===== src/rtl/sstv_line_sampler.sv =====
// sstv_line_sampler
// Watches the tone-frequency stream for the horizontal sync tone, times out
// the porch, samples one 2-bit color per pixel period and packs four pixels
// per byte into a 2-entry FIFO with a valid/ready interface.

module sstv_line_sampler #(
  parameter logic [11:0] SYNC_LO         = 12'd1100,
  parameter logic [11:0] SYNC_HI         = 12'd1300,
  parameter int          SYNC_MIN_CYC    = 4000,
  parameter int          PORCH_CYC       = 572,
  parameter int          PIXEL_CYC       = 457,
  parameter int          PIXELS_PER_LINE = 320
) (
  input  logic        clk,
  input  logic        reset_n,
  input  logic [11:0] freq,
  input  logic [1:0]  color,
  output logic [7:0]  pix_data,
  output logic        pix_valid,
  input  logic        pix_ready,
  output logic        line_start,
  output logic        line_done,
  output logic        line_abort,
  output logic        overflow
);

  localparam int SRW     = $clog2(SYNC_MIN_CYC + 1);
  localparam int CNT_MAX = (PORCH_CYC > PIXEL_CYC) ? PORCH_CYC : PIXEL_CYC;
  localparam int CW      = $clog2(CNT_MAX);
  localparam int PCW     = $clog2(PIXELS_PER_LINE + 1);

  localparam logic [SRW-1:0] SYNC_FULL  = SRW'(SYNC_MIN_CYC);
  localparam logic [CW-1:0]  PORCH_LAST = CW'(PORCH_CYC - 1);
  localparam logic [CW-1:0]  PIX_LAST   = CW'(PIXEL_CYC - 1);
  localparam logic [CW-1:0]  PIX_MID    = CW'(PIXEL_CYC / 2);
  localparam logic [PCW-1:0] PIX_TOTAL  = PCW'(PIXELS_PER_LINE);

  typedef enum logic [1:0] {
    ST_HUNT,
    ST_SYNC,
    ST_PORCH,
    ST_ACTIVE
  } state_t;

  state_t         r_state;
  state_t         w_stateNext;

  logic [SRW-1:0] r_syncRun;
  logic [SRW-1:0] w_syncRunNext;
  logic           w_inSync;
  logic           w_syncQual;

  logic [CW-1:0]  r_cnt;
  logic [CW-1:0]  w_cntNext;
  logic [PCW-1:0] r_pixCount;
  logic [PCW-1:0] w_pixCountNext;
  logic [5:0]     r_packer;
  logic [5:0]     w_packerNext;

  logic           r_pushReq;
  logic           w_pushReqNext;
  logic           r_pushLast;
  logic           w_pushLastNext;
  logic [7:0]     r_pushData;
  logic [7:0]     w_pushDataNext;

  logic           r_lineStart;
  logic           w_lineStartNext;
  logic           r_lineAbort;
  logic           w_lineAbortNext;
  logic           r_lineDone;
  logic           r_overflow;

  logic [7:0]     r_mem [0:1];
  logic           r_wrPtr;
  logic           r_rdPtr;
  logic [1:0]     r_count;
  logic           w_fifoFull;
  logic           w_pop;
  logic           w_pushOk;
  logic           w_drop;

  // Sync detection: a run of in-window samples qualifies once it reaches the
  // minimum length; the look-ahead value lets the FSM react on that very edge.
  assign w_inSync      = (freq >= SYNC_LO) && (freq <= SYNC_HI);
  assign w_syncRunNext = !w_inSync ? '0 :
                         ((r_syncRun == SYNC_FULL) ? r_syncRun : r_syncRun + 1'b1);
  assign w_syncQual    = (w_syncRunNext == SYNC_FULL);

  // Saturating run-length of consecutive in-window frequency samples
  always_ff @(posedge clk or negedge reset_n) begin
    if (!reset_n) begin
      r_syncRun <= '0;
    end else begin
      r_syncRun <= w_syncRunNext;
    end
  end

  // Next-state logic: line timing, pixel sampling and byte packing
  always_comb begin
    w_stateNext     = r_state;
    w_cntNext       = r_cnt;
    w_pixCountNext  = r_pixCount;
    w_packerNext    = r_packer;
    w_pushReqNext   = 1'b0;
    w_pushLastNext  = 1'b0;
    w_pushDataNext  = r_pushData;
    w_lineStartNext = 1'b0;
    w_lineAbortNext = 1'b0;

    case (r_state)
      ST_HUNT: begin
        if (w_syncQual) begin
          w_stateNext = ST_SYNC;
        end
      end

      ST_SYNC: begin
        if (!w_inSync) begin
          w_stateNext = ST_PORCH;
          w_cntNext   = '0;
        end
      end

      ST_PORCH: begin
        if (w_syncQual) begin
          w_stateNext = ST_SYNC;
        end else if (r_cnt == PORCH_LAST) begin
          w_stateNext     = ST_ACTIVE;
          w_cntNext       = '0;
          w_pixCountNext  = '0;
          w_packerNext    = '0;
          w_lineStartNext = 1'b1;
        end else begin
          w_cntNext = r_cnt + 1'b1;
        end
      end

      ST_ACTIVE: begin
        if (w_syncQual) begin
          // A new sync cuts the line short; bytes already queued are kept.
          w_stateNext     = ST_SYNC;
          w_cntNext       = '0;
          w_pixCountNext  = '0;
          w_packerNext    = '0;
          w_lineAbortNext = 1'b1;
        end else begin
          w_cntNext = (r_cnt == PIX_LAST) ? '0 : r_cnt + 1'b1;
          if (r_cnt == PIX_MID) begin
            w_pixCountNext = r_pixCount + 1'b1;
            w_packerNext   = {r_packer[3:0], color};
            if (r_pixCount[1:0] == 2'b11) begin
              // Fourth pixel of the byte: hand it to the FIFO on the next edge.
              w_pushReqNext  = 1'b1;
              w_pushDataNext = {r_packer, color};
              w_packerNext   = '0;
              if ((r_pixCount + 1'b1) == PIX_TOTAL) begin
                w_pushLastNext = 1'b1;
                w_stateNext    = ST_HUNT;
              end
            end
          end
        end
      end

      default: begin
        w_stateNext = ST_HUNT;
      end
    endcase
  end

  // State, counters, packer, push staging and start/abort pulse registers
  always_ff @(posedge clk or negedge reset_n) begin
    if (!reset_n) begin
      r_state     <= ST_HUNT;
      r_cnt       <= '0;
      r_pixCount  <= '0;
      r_packer    <= '0;
      r_pushReq   <= 1'b0;
      r_pushLast  <= 1'b0;
      r_pushData  <= '0;
      r_lineStart <= 1'b0;
      r_lineAbort <= 1'b0;
    end else begin
      r_state     <= w_stateNext;
      r_cnt       <= w_cntNext;
      r_pixCount  <= w_pixCountNext;
      r_packer    <= w_packerNext;
      r_pushReq   <= w_pushReqNext;
      r_pushLast  <= w_pushLastNext;
      r_pushData  <= w_pushDataNext;
      r_lineStart <= w_lineStartNext;
      r_lineAbort <= w_lineAbortNext;
    end
  end

  // A pop frees the head slot in the same edge, so a full FIFO can still
  // accept a byte when the consumer is draining it.
  assign w_fifoFull = (r_count == 2'd2);
  assign w_pop      = pix_valid && pix_ready;
  assign w_pushOk   = r_pushReq && (!w_fifoFull || w_pop);
  assign w_drop     = r_pushReq && w_fifoFull && !w_pop;

  // Two-entry output FIFO, sticky overflow flag and end-of-line pulse
  always_ff @(posedge clk or negedge reset_n) begin
    if (!reset_n) begin
      r_mem[0]   <= '0;
      r_mem[1]   <= '0;
      r_wrPtr    <= 1'b0;
      r_rdPtr    <= 1'b0;
      r_count    <= 2'd0;
      r_overflow <= 1'b0;
      r_lineDone <= 1'b0;
    end else begin
      if (w_pushOk) begin
        r_mem[r_wrPtr] <= r_pushData;
        r_wrPtr        <= ~r_wrPtr;
      end
      if (w_pop) begin
        r_rdPtr <= ~r_rdPtr;
      end
      case ({w_pushOk, w_pop})
        2'b10:   r_count <= r_count + 2'd1;
        2'b01:   r_count <= r_count - 2'd1;
        default: r_count <= r_count;
      endcase
      if (w_drop) begin
        r_overflow <= 1'b1;
      end
      r_lineDone <= r_pushReq && r_pushLast;
    end
  end

  assign pix_valid  = (r_count != 2'd0);
  assign pix_data   = pix_valid ? r_mem[r_rdPtr] : 8'h00;
  assign line_start = r_lineStart;
  assign line_done  = r_lineDone;
  assign line_abort = r_lineAbort;
  assign overflow   = r_overflow;

endmodule


===== config.mk =====
export PLATFORM = sky130hd
export DESIGN_NAME = sstv_line_sampler
export DESIGN_NICKNAME = d
export VERILOG_FILES = /design/src/rtl/sstv_line_sampler.sv
export SDC_FILE = /design/constraint.sdc
export NUM_CORES = 1
export LEC_CHECK = 0
export ABC_AREA = 1
export BUFFER_PORTS_ARGS = -buffer_cell sky130_fd_sc_hd__buf_4
export CAP_MARGIN = 20
export CORE_MARGIN = 4
export CORE_UTILIZATION = 44
export CTS_CLUSTER_SIZE = 25
export DETAILED_ROUTE_END_ITERATION = 16
export SYNTH_ARGS = -nofsm -noshare
export SYNTH_HDL_FRONTEND = slang
export SYNTH_SLANG_ARGS = --single-unit

===== constraint.sdc =====
create_clock -name clk -period 4.25 [get_ports clk]
set_input_delay 0.85 -clock clk [delete_from_list [all_inputs] [get_ports clk]]
set_output_delay 0.85 -clock clk [all_outputs]
set_load 0.01 [all_outputs]

==> metrics.md <==
| Metric | Value |
|---|---|
| Outcome | `completed` |
| Number of global-route vias before repair | `3548` |
| Final min period | `2910 ps` |
| Number of storage elements in the synthesis netlist | `73` |
| Count leader, synth | `nand2_1` |
| Share of post-route cells with drive strength above 1 | `9.74%` |
| Syn Area/Cell | `7.24 um2` |
| Standby leakage power | `2.36 nW` |
| Sequential area share after synthesis | `43.0%` |
| Violation count after the first detailed-routing iteration | `206` |
| Endpoints failing hold | `0` |
| Number of warning messages in the yosys log | `0` |
| Clock-pin slew of the registers on the worst-case setup and hold paths | `90 ps` |
| Antenna violation net count after detailed routing | `0` |
| Post-DR wirelength/cell | `12.3 um` |
| Maximum Capacitance Violations | `0` |
| Gp weighted congestion | `0.884` |
| Post-synth top area share | `43.0%` |
| Library cells used by synthesis | `29` |
| Maximum VDD drop | `0.166 mV` |
| Number of top-level pins | `30` |
| Worst clock skew | `11.3 ps` |
| Library cell used as clock root buffer | `clkbuf_8` |
| Startpoint of the worst-slack reg-to-reg timing path | `r_syncRun[1]$_DFF_PN0_` |
| Critical path capture point type | `register` |
| DRC violations left | `0` |
| Wire length of the first global-routing pass | `16.3 mm` |
| Worst reg-to-reg setup slack | `1470 ps` |
| Die extent in y | `106 um` |
| Worst R2R Path Depth | `12` |
| Top cells by area in the synthesized netlist | `dfrtp_1 (43%), nand2_1 (15%), inv_1 (7.3%), nand3_1 (5.3%), o21ai_0 (5.3%)` |
| Number of gates resized after cts | `0` |
| Number of cells in the finished layout apart from fillers | `745` |
| GRT Overall Usage | `17.4%` |
| Synth top cells by count | `nand2_1 (175), inv_1 (82), dfrtp_1 (73), nor2_1 (52)` |
| Path class of the lowest-slack min-delay path | `register to register` |
| Terminus of the critical flop-to-flop path | `r_pushData[6]$_DFFE_PN0P_` |
| Post-Synthesis Cells | `586` |
| Pre-Repair DR Iteration Count | `4` |
| Initial core utilization | `45.5%` |
| Max-slew headroom | `39.7%` |
| Post-CTS setup buffer count | `0` |
| Die X-Extent | `106 um` |
| Maximum level of the CTS H-tree | `3` |
| Largest net degree at the start of global routing | `74` |
| RSZ-0062 raised after global routing | `no` |
| Area overhead of the layout relative to synthesis | `12.6%` |
| CTS tree | `done` |
| Maximum clock rate | `0.344 GHz` |
| Later-pin clock latency in the skew report | `350 ps` |
| Crit start category | `input pin` |
| Cell depth of the worst hold path | `2` |
| Routed via count | `3753` |
| Final setup slack of the worst path | `1340 ps` |
| Total standard cell area after synthesis | `4240 um2` |
| Hold worst-path end | `line_done$_DFF_PN0_` |
| Mean number of vias per cell | `5.04` |
| Data arrival at the endpoint of the critical path | `3140 ps` |
| Number of buffers between clock root and the deepest sink | `2` |
| Startpoint of the most critical hold path | `r_pushLast$_DFF_PN0_` |
| Prevailing post-synth register cell | `dfrtp_1` |
| Half-perimeter wire length after detailed placement | `6.64 mm` |
| Synth async-reset ratio | `100%` |
| Number of buffers inserted by hold repair at cts | `0` |
| Net count of the finished layout | `634` |
| Net count of the mapped netlist | `609` |
| Num CTS Buffers | `9` |
| Cell area power density | `307 nW/um2` |
| Count of placed standard cells including taps | `729` |
| Max-slew violations | `0` |
| Clk sink count | `73` |
| Congestion Overflow GR | `0` |
| Number of diodes added for antenna fixing | `0` |
| Die footprint | `11300 um2` |
| Worst-path maximum fanout | `26` |
| Routed WL | `9.17 mm` |
| Total of buffers placed on input and output ports | `29` |
| Initial antenna violation count | `0` |
| Final period util | `68.5%` |
| Cell type contributing the most total cell area after synthesis | `dfrtp_1` |
| Transition at the pin with the smallest max-transition slack | `905 ps` |
| Setup Crit Path Kind | `input pin to register` |
| Total core area | `9330 um2` |
| Number of enable flip-flop cells after synthesis | `0` |
| Post-placement worst setup slack | `966 ps` |
| Number of setup violations in the final report | `0` |
| Count of standard-cell rows | `35` |
| Required time worst endpoint | `4480 ps` |
| Final setup TNS | `0 ps` |
cells in the final DEF, fill, tap and decap left out, types with 2 or more instances in the layout:
cell	instances
dfrtp_1	73
inv_1	82
or2_2	2
nand4_1	30
buf_4	29
nand3_1	45
bufinv_16	2
nand2_1	175
o21bai_1	2
clkbuf_8	9
ha_1	6
nor2_1	52
nand2_2	3
nor2_2	4
nand3b_1	4
a21oi_1	12
o31ai_1	2
o21ai_0	45
xnor2_1	3
nand3_4	2
clkinv_4	2
nor3_1	13
xor2_1	9
worst max-delay path, cell delays in order:
cell and delay (ps):
buf_4 120, nor2_1 150, a21oi_1 90, nand2_1 80
nand2_1 60, nor2_2 300, nand3_1 160, nor2_1 230
nand3_4 300, nand3_1 450, inv_1 170, nand2_1 90
o21ai_0 90
stage by stage:
step / util (%) / instance area [um2] / hold slack, ps / power [mW]
floorplan: - / 4240 / 413 / 0.810
global placement: 48.8 / 4550 / 424 / 0.864
detailed placement: 48.8 / 4550 / 432 / 0.866
CTS: 51.2 / 4780 / 453 / 1.49
global route: 51.2 / 4780 / 467 / 1.54
finish: 51.2 / 4780 / 447 / 1.47
routing by layer:
metal	vias up	share of wire [%]	global-route usage [%]
li1	1934	-	-
met1	1747	49	25.2
met2	64	46	26.8
met3	8	3.7	2.31
met4	0	1.2	6.38
met5	-	0	0
power breakdown:
part           switching (mW)  internal (mW)  leakage, nW  total [mW]
clock                   0.282          0.338        0.116       0.619
sequential             0.0265          0.710        0.983       0.736
combinational          0.0690         0.0428         1.27       0.112
total                   0.377           1.09         2.36        1.47
worst max path at each step:
stage                         from                   endpoint
after floorplan           freq[11]    r_packer[4]$_DFFE_PN0P_
after global placement     freq[0]  r_pushData[7]$_DFFE_PN0P_
after detailed placement   freq[7]  r_pushData[6]$_DFFE_PN0P_
after CTS                  freq[7]  r_pushData[6]$_DFFE_PN0P_
after global routing       freq[0]  r_pushData[6]$_DFFE_PN0P_
final                      freq[7]  r_pushData[6]$_DFFE_PN0P_
kinds of logic (layout without fill, tap and decap cells):
| logic type | after synthesis | after routing | synth area share, % |
|---|---|---|---|
| and+or+nand+nor | 333 | 333 | 35.2 |
| buffers and inverters | 97 | 127 | 8.90 |
| adders and majority gates | 6 | 6 | 1.77 |
| AOI/OAI and AO/OA | 64 | 64 | 8.20 |
| DFF | 73 | 73 | 43.0 |
| xor gates and xnor gates | 13 | 13 | 2.86 |
layout make-up:
cell class | count | area [um2]
Sequential cell | 73 | 1830
Clock buffer | 9 | 124
Fill cell | 912 | 4550
Tap cell | 129 | 161
Clock inverter | 7 | 103
Inverter | 82 | 308
Timing Repair Buffer | 29 | 218
Multi-Input combinational cell | 416 | 2040
flip-flops by register name (all words and copies together) (netlist names), 2 cells and up:
name / count
r_packer: 6
r_cnt: 10
r_mem: 16
r_pushData: 8
r_syncRun: 12
r_count: 2
r_pixCount: 9
r_state: 2
Power figures use the tool's default switching activity.
